==> src/rtl/mult_seq_ctrl.sv <==
// Sequential shift-and-add unsigned multiplier with valid/ready handshakes on both sides.
// One 2*WIDTH-bit adder is reused for exactly WIDTH iterations per product.
module mult_seq_ctrl #(
    parameter int WIDTH = 6
) (
    input  logic                 clk,
    input  logic                 rst_n,
    input  logic                 in_valid,
    output logic                 in_ready,
    input  logic [WIDTH-1:0]     a,
    input  logic [WIDTH-1:0]     b,
    output logic                 out_valid,
    input  logic                 out_ready,
    output logic [2*WIDTH-1:0]   product
);

    localparam int CW = $clog2(WIDTH + 1);
    localparam logic [CW-1:0] CNT_INIT = CW'(WIDTH);

    typedef enum logic [1:0] {
        S_IDLE = 2'd0,
        S_CALC = 2'd1,
        S_HOLD = 2'd2
    } state_t;

    state_t               r_state;
    state_t               w_state_next;
    logic [2*WIDTH-1:0]   r_mcand;
    logic [WIDTH-1:0]     r_mplier;
    logic [2*WIDTH-1:0]   r_acc;
    logic [CW-1:0]        r_cnt;
    logic [2*WIDTH-1:0]   r_product;
    logic                 r_in_ready;
    logic                 r_out_valid;
    logic [2*WIDTH-1:0]   w_addend;
    logic [2*WIDTH-1:0]   w_acc_sum;
    logic                 w_last;

    // State register
    always_ff @(posedge clk or negedge rst_n) begin
        if (!rst_n) begin
            r_state <= S_IDLE;
        end else begin
            r_state <= w_state_next;
        end
    end

    // Iteration arithmetic: conditional add of the shifted multiplicand
    always_comb begin
        w_addend  = {(2*WIDTH){1'b0}};
        w_acc_sum = {(2*WIDTH){1'b0}};
        w_last    = 1'b0;
        if (r_mplier[0]) begin
            w_addend = r_mcand;
        end else begin
            w_addend = {(2*WIDTH){1'b0}};
        end
        w_acc_sum = r_acc + w_addend;
        w_last    = (r_cnt <= CW'(1));
    end

    // Next-state logic; the unused encoding falls back to IDLE
    always_comb begin
        w_state_next = S_IDLE;
        case (r_state)
            S_IDLE: begin
                if (in_valid) begin
                    w_state_next = S_CALC;
                end else begin
                    w_state_next = S_IDLE;
                end
            end
            S_CALC: begin
                if (w_last) begin
                    w_state_next = S_HOLD;
                end else begin
                    w_state_next = S_CALC;
                end
            end
            S_HOLD: begin
                if (out_ready) begin
                    w_state_next = S_IDLE;
                end else begin
                    w_state_next = S_HOLD;
                end
            end
            default: begin
                w_state_next = S_IDLE;
            end
        endcase
    end

    // Datapath: operand capture, shift/add iterations, result capture
    always_ff @(posedge clk or negedge rst_n) begin
        if (!rst_n) begin
            r_mcand   <= {(2*WIDTH){1'b0}};
            r_mplier  <= {WIDTH{1'b0}};
            r_acc     <= {(2*WIDTH){1'b0}};
            r_cnt     <= {CW{1'b0}};
            r_product <= {(2*WIDTH){1'b0}};
        end else begin
            case (r_state)
                S_IDLE: begin
                    if (in_valid) begin
                        r_mcand  <= {{WIDTH{1'b0}}, a};
                        r_mplier <= b;
                        r_acc    <= {(2*WIDTH){1'b0}};
                        r_cnt    <= CNT_INIT;
                    end
                end
                S_CALC: begin
                    r_acc    <= w_acc_sum;
                    r_mcand  <= {r_mcand[2*WIDTH-2:0], 1'b0};
                    r_mplier <= {1'b0, r_mplier[WIDTH-1:1]};
                    r_cnt    <= r_cnt - CW'(1);
                    // Product only moves on the CALC->HOLD edge and is held afterwards
                    if (w_last) begin
                        r_product <= w_acc_sum;
                    end
                end
                default: begin
                    r_acc <= r_acc;
                end
            endcase
        end
    end

    // Handshake outputs registered from the upcoming state
    always_ff @(posedge clk or negedge rst_n) begin
        if (!rst_n) begin
            r_in_ready  <= 1'b1;
            r_out_valid <= 1'b0;
        end else begin
            r_in_ready  <= (w_state_next == S_IDLE);
            r_out_valid <= (w_state_next == S_HOLD);
        end
    end

    assign in_ready  = r_in_ready;
    assign out_valid = r_out_valid;
    assign product   = r_product;

endmodule

==> config.mk <==
export PLATFORM = sky130hd
export DESIGN_NAME = mult_seq_ctrl
export DESIGN_NICKNAME = d
export VERILOG_FILES = /design/src/rtl/mult_seq_ctrl.sv
export SDC_FILE = /design/constraint.sdc
export NUM_CORES = 1
export LEC_CHECK = 0
export BUFFER_PORTS_ARGS = -buffer_cell sky130_fd_sc_hd__buf_2
export CAP_MARGIN = 0
export CORE_MARGIN = 5
export CORE_UTILIZATION = 40
export CTS_CLUSTER_DIAMETER = 40
export DETAILED_ROUTE_END_ITERATION = 7
export PLACE_DENSITY = 0.64
export SLEW_MARGIN = 20
export SYNTH_ARGS = -nofsm -noshare
export SYNTH_HDL_FRONTEND = slang
export SYNTH_SLANG_ARGS = --single-unit
==> constraint.sdc <==
create_clock -name clk -period 2.7 [get_ports clk]
set_clock_uncertainty 0.15 [all_clocks]
set_input_delay 0.27 -clock clk [delete_from_list [all_inputs] [get_ports clk]]
set_output_delay 0.27 -clock clk [all_outputs]
set_load 0.1 [all_outputs]
Word-level counts from Yosys, hierarchy flattened
Index checks and enable logic that the tools add are counted.
- reduce and logical (&&, ||, !) cells: 5
- muxes and demuxes: 13
- add/sub/neg operators: 2
- equality and inequality tests: 4
- magnitude comparators: 1
- operator list (operator ; count):
    $pmux W12 S2 ; 2
    $mux W12 ; 3
    $add A12 B12 Y12 ; 1
    $pmux W6 S2 ; 1
    $mux W6 ; 1
    $pmux W2 S3 ; 1
    $pmux W3 S2 ; 1
    $eq A2 B2 Y1 const B ; 2
    $logic_not A2 Y1 ; 2
    $mux W2 ; 2
    $reduce_and A2 Y1 ; 2
    $le A3 B1 Y1 const B ; 1
    $mux W3 ; 1
    $sub A3 B1 Y3 const B ; 1
    $eq A2 B1 Y1 const B ; 1
    $ne A2 B2 Y1 const B ; 1
    $reduce_bool A2 Y1 ; 1
    $mux W1 ; 1
- logic and storage cells: 33
- output and inout port bits: 14
- bits of input ports: 16
- register bits: 49

Longest topological paths before layout
Gate-level depths: netlist of the first run.
- word-level depth: 4
- depth in mapped cells: 9
- mapped depth without buffers: 9

Worst setup path after synthesis of the first run
Ideal clock, no wire load.
- path type: register to register
- start point: register r_mplier[0]
- end point: register r_acc[10]
- data required time: 2.428 ns
- arrival: 2.078 ns
- slack: 0.350 ns
- path buffers: 1
- cell stages (with the launch flop): 9
- setup time: 0.122 ns
- period minus slack after synthesis: 2.350 ns
- cells stage by stage: dfrtp_1 clkbuf_1 and2_1 ha_1 nor2b_4 o31ai_2 a21oi_1 or3_1 a32o_1
- cells in the longest elaborated chain, start to end: 3
- RTL lines (what ; RTL line ; text):
    from (decl) ; 29 ; logic [WIDTH-1:0] r_mplier;
    from (signal assigned) ; 97 ; r_mplier <= {WIDTH{1'b0}};
    from (signal assigned) ; 114 ; r_mplier <= {1'b0, r_mplier[WIDTH-1:1]};
    $mux W12 ; 53 ; if (r_mplier[0]) begin
    $add A12 B12 Y12 ; 58 ; w_acc_sum = r_acc + w_addend;
    $pmux W12 S2 ; 102 ; case (r_state)
    to (signal assigned) ; 98 ; r_acc <= {(2*WIDTH){1'b0}};
    to (signal assigned) ; 107 ; r_acc <= {(2*WIDTH){1'b0}};
    to (signal assigned) ; 112 ; r_acc <= w_acc_sum;
    to (decl) ; 30 ; logic [2*WIDTH-1:0] r_acc;
Every way passes these cells.
A chain may end at the register's enable or synchronous reset.

Worst setup path in the final report of the first run
- start point: register r_mcand[0]
- end point: register r_acc[10]
- cells in the longest elaborated chain, start to end: 3
- RTL lines (what ; RTL line ; text):
    from (decl) ; 28 ; logic [2*WIDTH-1:0] r_mcand;
    from (signal assigned) ; 96 ; r_mcand <= {(2*WIDTH){1'b0}};
    from (signal assigned) ; 105 ; r_mcand <= {{WIDTH{1'b0}}, a};
    from (signal assigned) ; 113 ; r_mcand <= {r_mcand[2*WIDTH-2:0], 1'b0};
    $mux W12 ; 53 ;
    $add A12 B12 Y12 ; 58 ;
    $pmux W12 S2 ; 102 ;
Every way passes these cells.

==> results of run 1 <==
## layout by cell type (no fill, tap or decap), drive strengths merged, types with 2 or more instances in the layout
| cell type | synthesis | layout |
|---|---|---|
| inv | 5 | 5 |
| o21ai | 24 | 24 |
| buf | 3 | 37 |
| xnor2 | 4 | 4 |
| a22o | 13 | 13 |
| mux2 | 6 | 6 |
| nor2b | 15 | 15 |
| a22oi | 11 | 11 |
| and2 | 13 | 13 |
| xor2 | 6 | 6 |
| a31o | 2 | 2 |
| dfrtp | 48 | 48 |
| nand2 | 25 | 25 |
| a21oi | 23 | 23 |
| nor2 | 6 | 6 |
| a21o | 3 | 3 |
| clkbuf | 8 | 6 |
| ha | 13 | 13 |
| clkinv | 0 | 2 |
| nand4 | 2 | 2 |
| o211ai | 2 | 2 |
## sequential cells by signal, summed over array words and instances (netlist names)
name       flops
product       12
out_valid      1
r_state        2
r_mcand       12
r_acc         12
in_ready       1
r_cnt          3
r_mplier       6
## final cells by class
type,instances,area [µm²]
clock inverters,2,13.76
inverters,5,18.77
well taps,77,96.34
fillers,620,3346
flip-flops and latches,49,1227
repair buffers,38,215.2
multi-input cells,182,1241
clock buffers,6,82.58
## synthesized netlist by cell type (2+ instances only)
cell and instances:
dfrtp_1 48, nand2_1 25, o21ai_0 24, a21oi_1 23, nor2b_1 14, a22o_1 13
and2_1 13, ha_1 13, a22oi_1 11, clkbuf_1 8, mux2_2 6, nor2_1 6
xor2_1 6, inv_1 5, xnor2_1 4, a21o_1 3, a31o_2 2, buf_1 2
nand4_1 2, o211ai_1 2
## report_power, final
part           switching, mW  internal, mW  total (mW)
registers              0.178          1.01        1.19
clock network          0.251         0.208       0.459
logic                   1.26         0.510        1.77
## worst paths after layout
check | from | end | slack, ns | depth (start not counted)
max | r_mcand[0] | r_acc[10] | 0.23 | 9
min | out_ready | out_valid | 0.09 | 4
max in group asynchronous | rst_n | product[5] | 1.53 | 3
min in group asynchronous | rst_n | r_mplier[0] | 0.44 | 3
max reg2reg | r_mcand[0] | r_acc[10] | 0.23 | 9
min reg2reg | product[9] | product[9] | 0.33 | 2
## tightest hold or removal path, stage by stage
cell	delay, ns
buf_2	0.08
nor2_1	0.03
nand2_1	0.08
nand2_1	0.05
## metrics by stage
| stage | area [µm²] | power [mW] | util, % | setup WS, ns |
|---|---|---|---|---|
| floorplan | 2530 | 2.581 | - | 0.3505 |
| global placement | 2789 | 2.957 | 44.69 | 0.3127 |
| detailed placement | 2789 | 2.989 | 44.69 | 0.2551 |
| CTS | 2895 | 3.450 | 46.39 | 0.2380 |
| global route | 2895 | 3.662 | 46.39 | 0.08305 |
| finish | 2895 | 3.416 | 46.39 | 0.2349 |
## cells by family (layout without fill, tap and decap cells)
kind of cell             Yosys count  after routing  synth area share, %
AO/OA/AOI/OAI                     88             88                22.70
XOR/XNOR                          10             10                3.462
adder cells (fa/ha/maj)           14             14                7.221
buffers and inverters             16             51                2.423
flip-flops                        49             49                48.52
multiplexers                       6              6                2.670
AND/OR/NAND/NOR                   64             64                13.01
## per-layer routing
layer  GRT usage [%]  vias up  routed length (µm)
met1           20.86      913                2534
met3           2.488        7                 167
met2           24.38       25                2599
met4           4.465        0                  64
li1                -      946                   -
met5               0        -                   0
## repair_timing
| item | in CTS | in global routing |
|---|---|---|
| hold endpoints to repair | 48 | 0 |
| hold buffers | 1 | 0 |
| setup endpoints to repair | 0 | 0 |
==> metrics.md, run 1 <==
| Metric | Value |
|---|---|
| Distinct cell type count after synthesis | 37 |
| Port Buffer Count | 29 |
| WP buf/inv | 1 |
| Synth warnings | 0 |
| Vias/cell | 5.267 |
| P_leak | 1.436 nW |
| Clock Latency Late Sink | 0.30 ns |
| Fmax | 405.7 MHz |
| Rel. slew slack | 58.43% |
| # diodes | 0 |
| Htree depth | 2 |
| Final nets | 311 |
| Synth Flop Type | dfrtp_1 |
| Post-synth EDFFs | 0 |
| Largest net degree at the start of global routing | 50 |
| Total Routing Usage GR | 15.08% |
| Vias | 1,891 |
| Die Y | 89.53 µm |
| RSZ-0062 raised after global routing | false |
| Core Box Area | 6241 µm² |
| Gp weighted congestion | 0.8396 |
| Clock Sinks | 49 |
| Crit-path cells | and2_1, ha_1, inv_1, fa_1, nor2b_4, o31ai_2, a21oi_1, or3_1, a32o_1 |
| WHS | 0.08829 ns |
| Top cell type by total area after synthesis | dfrtp_1 |
| Root Driver | clkbuf_8 |
| TritonCTS clock tree | yes |
| ANT nets after route | 0 |
| Post-CTS setup buffers | 0 |
| HPWL after DPL | 3842 µm |
| Syn avg cell area | 10.24 µm² |
| Post-Synthesis Cells | 247 |
| Slowest stage delay, CP | 0.42 ns |
| Global-route wire length before repair | 9280 µm |
| Top delay family on crit path | compound AO/OA/AOI/OAI gates |
| Synthesized Nets | 277 |
| Fin crit period | 2.465 ns |
| Async S/R FF share, synth | 100.0% |
| Syn-to-layout area delta | 14.44% |
| Crit path launch type | register |
| TritonCTS Buffers | 5 |
| Starting Density | 40.54% |
| CTS clk-pin slew, worst paths | 0.10 ns |
| Crit path kind | register to register |
| Critical Path RT | 2.74 ns |
| DRC Markers | 0 |
| Top cell type's share of synthesized area | 47.48% |
| Run status | completed |
| Setup TNS | 0 ns |
| Period utilisation layout | 91.30% |
| Yosys reg bits | 49 |
| Peak VDD IR | 579.9 µV |
| Final Max Tran Viols | 0 |
| CP Capture Type | register |
| Top cells by area, synth | dfrtp_1 (47%), ha_1 (6.4%), o21ai_0 (4.7%), a21oi_1 (4.5%), a22o_1 (4.5%) |
| Tightest Pin Transition | 0.6235 ns |
| Clock Tree Buf Depth | 2 |
| Initial antenna violation count | 0 |
| DIE WIDTH | 89.53 µm |
| Cell Count, Final, Fillers Out | 359 |
| First-pass iteration count of the detailed router | 4 |
| Overflow after GRT | 0 |
| # rows | 29 |
| Final setup violating endpoints | 0 |
| Inst Count DP | 350 |
| Die Area | 8016 µm² |
| Worst-path maximum fanout | 4 |
| HP Class | input pin to register |
| Count of cells resized by post-cts repair | 0 |
| Fin. Hold Viols | 0 |
| Drt wl/cell | 14.95 µm |
| Iter 0 DRT Violations | 64 |
| Worst path slowest cell | dfrtp_1 |
| Worst EP arrival | 2.51 ns |
| I/O pins | 30 |
| Drt total wl | 5366 µm |
| Area of the mapped netlist | 2530 µm² |
| Vias in the first global route | 1,930 |
| Max-cap violations | 0 |
| Share of cells above drive strength 1 | 20.21% |
| Power Dens Cells | 1180 nW/µm² |
| Sequential cell area fraction in the yosys report | 48.52% |
No activity file was read; power rests on OpenSTA's default activity.
==> run 2: changes to the inputs <==
Settings changed: BUFFER_PORTS_ARGS -buffer_cell sky130_fd_sc_hd__buf_2 to -buffer_cell sky130_fd_sc_hd__buf_4.
==> run 2 against run 1 <==
- combinational power is essentially flat
- sequential share of layout area fell by 1.1 points
- largest cell class unchanged
- clock-buffer cell count stayed put
- global-route usage is 0.68 points lower
- via count is 2.3% higher
- final cell count decreased by 0.56%
- wire length shrank 1.6%
- setup slack got worse by 0.037 ns
- maximum frequency is 1.5% lower
- sequential cell count unchanged
- non-clock buffer count shrank 2
- first-iteration DRC count is 4.7% higher
==> metrics.md, run 2 (synthesized netlist as in run 1, its figures left out) <==
| Metric | Value |
|---|---|
| Peak VDD IR | 477.0 µV |
| Worst path slowest cell | dfrtp_2 |
| Most frequent cells in the layout | dfrtp_1 (47), buf_4 (35), nand2_1 (25) |
| Fin. Hold Viols | 0 |
| Starting Density | 40.54% |
| Pint | 1.873 mW |
| Vias in the first global route | 1,864 |
| Gp weighted congestion | 0.8348 |
| Syn-to-layout area delta | 17.71% |
| Critical Path RT | 2.74 ns |
| Commonest non-fill, non-tap cell in the layout | dfrtp_1 |
| DRC Markers | 0 |
| HPWL after DPL | 3671 µm |
| TritonCTS Buffers | 5 |
| WHS | 0.09073 ns |
| Clock Sinks | 49 |
| P_leak | 1.446 nW |
| I/O pins | 30 |
| Drt total wl | 5282 µm |
| Crit path kind | register to register |
| CP Capture Type | register |
| Tightest Pin Transition | 0.6049 ns |
| Drt wl/cell | 14.80 µm |
| Total Routing Usage GR | 14.40% |
| WP buf/inv | 1 |
| # diodes | 0 |
| ANT nets after route | 0 |
| Rel. slew slack | 59.67% |
| Share of cells above drive strength 1 | 20.00% |
| Crit-path cells | and2_1, ha_1, inv_1, fa_1, nor2b_4, o31ai_2, a21oi_1, or3_1, a32o_1 |
| DP Worst Slack | 0.1509 ns |
| Global-route wire length before repair | 8804 µm |
| Fin crit period | 2.503 ns |
| Iter 0 DRT Violations | 67 |
| Clock Tree Buf Depth | 2 |
| Clock Latency Late Sink | 0.30 ns |
| Logic pwr share | 50.8% |
| Final core occ | 47.71% |
| Die Y | 89.53 µm |
| Worst-path maximum fanout | 14 |
| Sequential power share | 33.9% |
| Vias | 1,935 |
| First-pass iteration count of the detailed router | 4 |
| Run status | completed |
| Final Max Tran Viols | 0 |
| Post-CTS setup buffers | 0 |
| Core Box Area | 6241 µm² |
| RSZ-0062 raised after global routing | false |
| Grt met3 use | 4.055% |
| Htree depth | 2 |
| Port Buffer Count | 29 |
| DIE WIDTH | 89.53 µm |
| TritonCTS clock tree | yes |
| Worst EP arrival | 2.55 ns |
| Global Route met2 Usage | 22.30% |
| Fmax | 399.6 MHz |
| Design area | 2978 µm² |
| Sw frac | 47.17% |
| Cell Count, Final, Fillers Out | 357 |
| Initial antenna violation count | 0 |
| Max-cap violations | 0 |
| Overall power | 3.545 mW |
| CTS clk-pin slew, worst paths | 0.09 ns |
| Period utilisation layout | 92.69% |
| Final nets | 309 |
| Top delay family on crit path | compound AO/OA/AOI/OAI gates |
| Busiest grt layer | met2 |
| Clock power frac | 15.3% |
| Root Driver | clkbuf_8 |
| NetSw | 1.672 mW |
| Setup TNS | 0 ns |
| Die Area | 8016 µm² |
| Final setup violating endpoints | 0 |
| # rows | 29 |
| Slowest stage delay, CP | 0.49 ns |
| Overflow after GRT | 0 |
| GRT met1 Usage | 20.30% |
| HP Class | input pin to register |
| Power Dens Cells | 1190 nW/µm² |
| Inst Count DP | 348 |
| Largest net degree at the start of global routing | 50 |
| Vias/cell | 5.420 |
| Final worst slack | 0.1974 ns |
| Post-placement cell area | 2846 µm² |
| Crit path launch type | register |
-- run 2: timing repair --
item,in CTS,in global routing
endpoints found under the hold margin,48,0
endpoints found under the setup margin,0,2
hold buffers,1,0
gates resized for setup,0,1
-- run 2: path summary, 6_finish.rpt --
path	slack (ns)	startpoint	to	cells after the start
worst max-delay path	0.20	r_mplier[0]	r_acc[10]	9
worst min register to register	0.34	product[2]	product[2]	2
worst max register to register	0.20	r_mplier[0]	r_acc[10]	9
min in group asynchronous	0.36	rst_n	product[3]	2
max in group asynchronous	1.59	rst_n	r_mplier[0]	2
worst min-delay path	0.09	out_ready	r_state[1]	4
-- run 2: layout make-up --
type                       instances  area [µm²]
fill                             614        3263
multi-input combinational        182        1241
sequential                        49        1229
timing repair buffer              36       272.8
tap                               77       96.34
clock buffer                       6       82.58
clock inverter                     2       37.54
inverter                           5       18.77
-- run 2: worst reg2reg max path, stage by stage (launching register included) --
cell,delay (ns)
dfrtp_2,0.49
and2_1,0.17
ha_1,0.20
inv_1,0.07
fa_1,0.24
nor2b_4,0.06
o31ai_2,0.26
a21oi_1,0.12
or3_1,0.38
a32o_1,0.26
-- run 2: power by group through the flow --
stage | clock network, mW | registers, mW | logic [mW]
after floorplan | 0 | 1.79 | 0.789
after global placement | 0 | 1.21 | 1.79
after detailed placement | 0 | 1.22 | 1.82
after CTS | 0.559 | 1.20 | 1.82
after global routing | 0.592 | 1.25 | 1.95
final | 0.543 | 1.20 | 1.80
-- run 2: per-layer routing --
layer	vias up	share of wire (%)	routed length (µm)
li1	950	-	-
met1	940	48	2541
met2	37	47	2459
met3	8	4.3	229
met4	0	0.97	51
met5	-	0	0
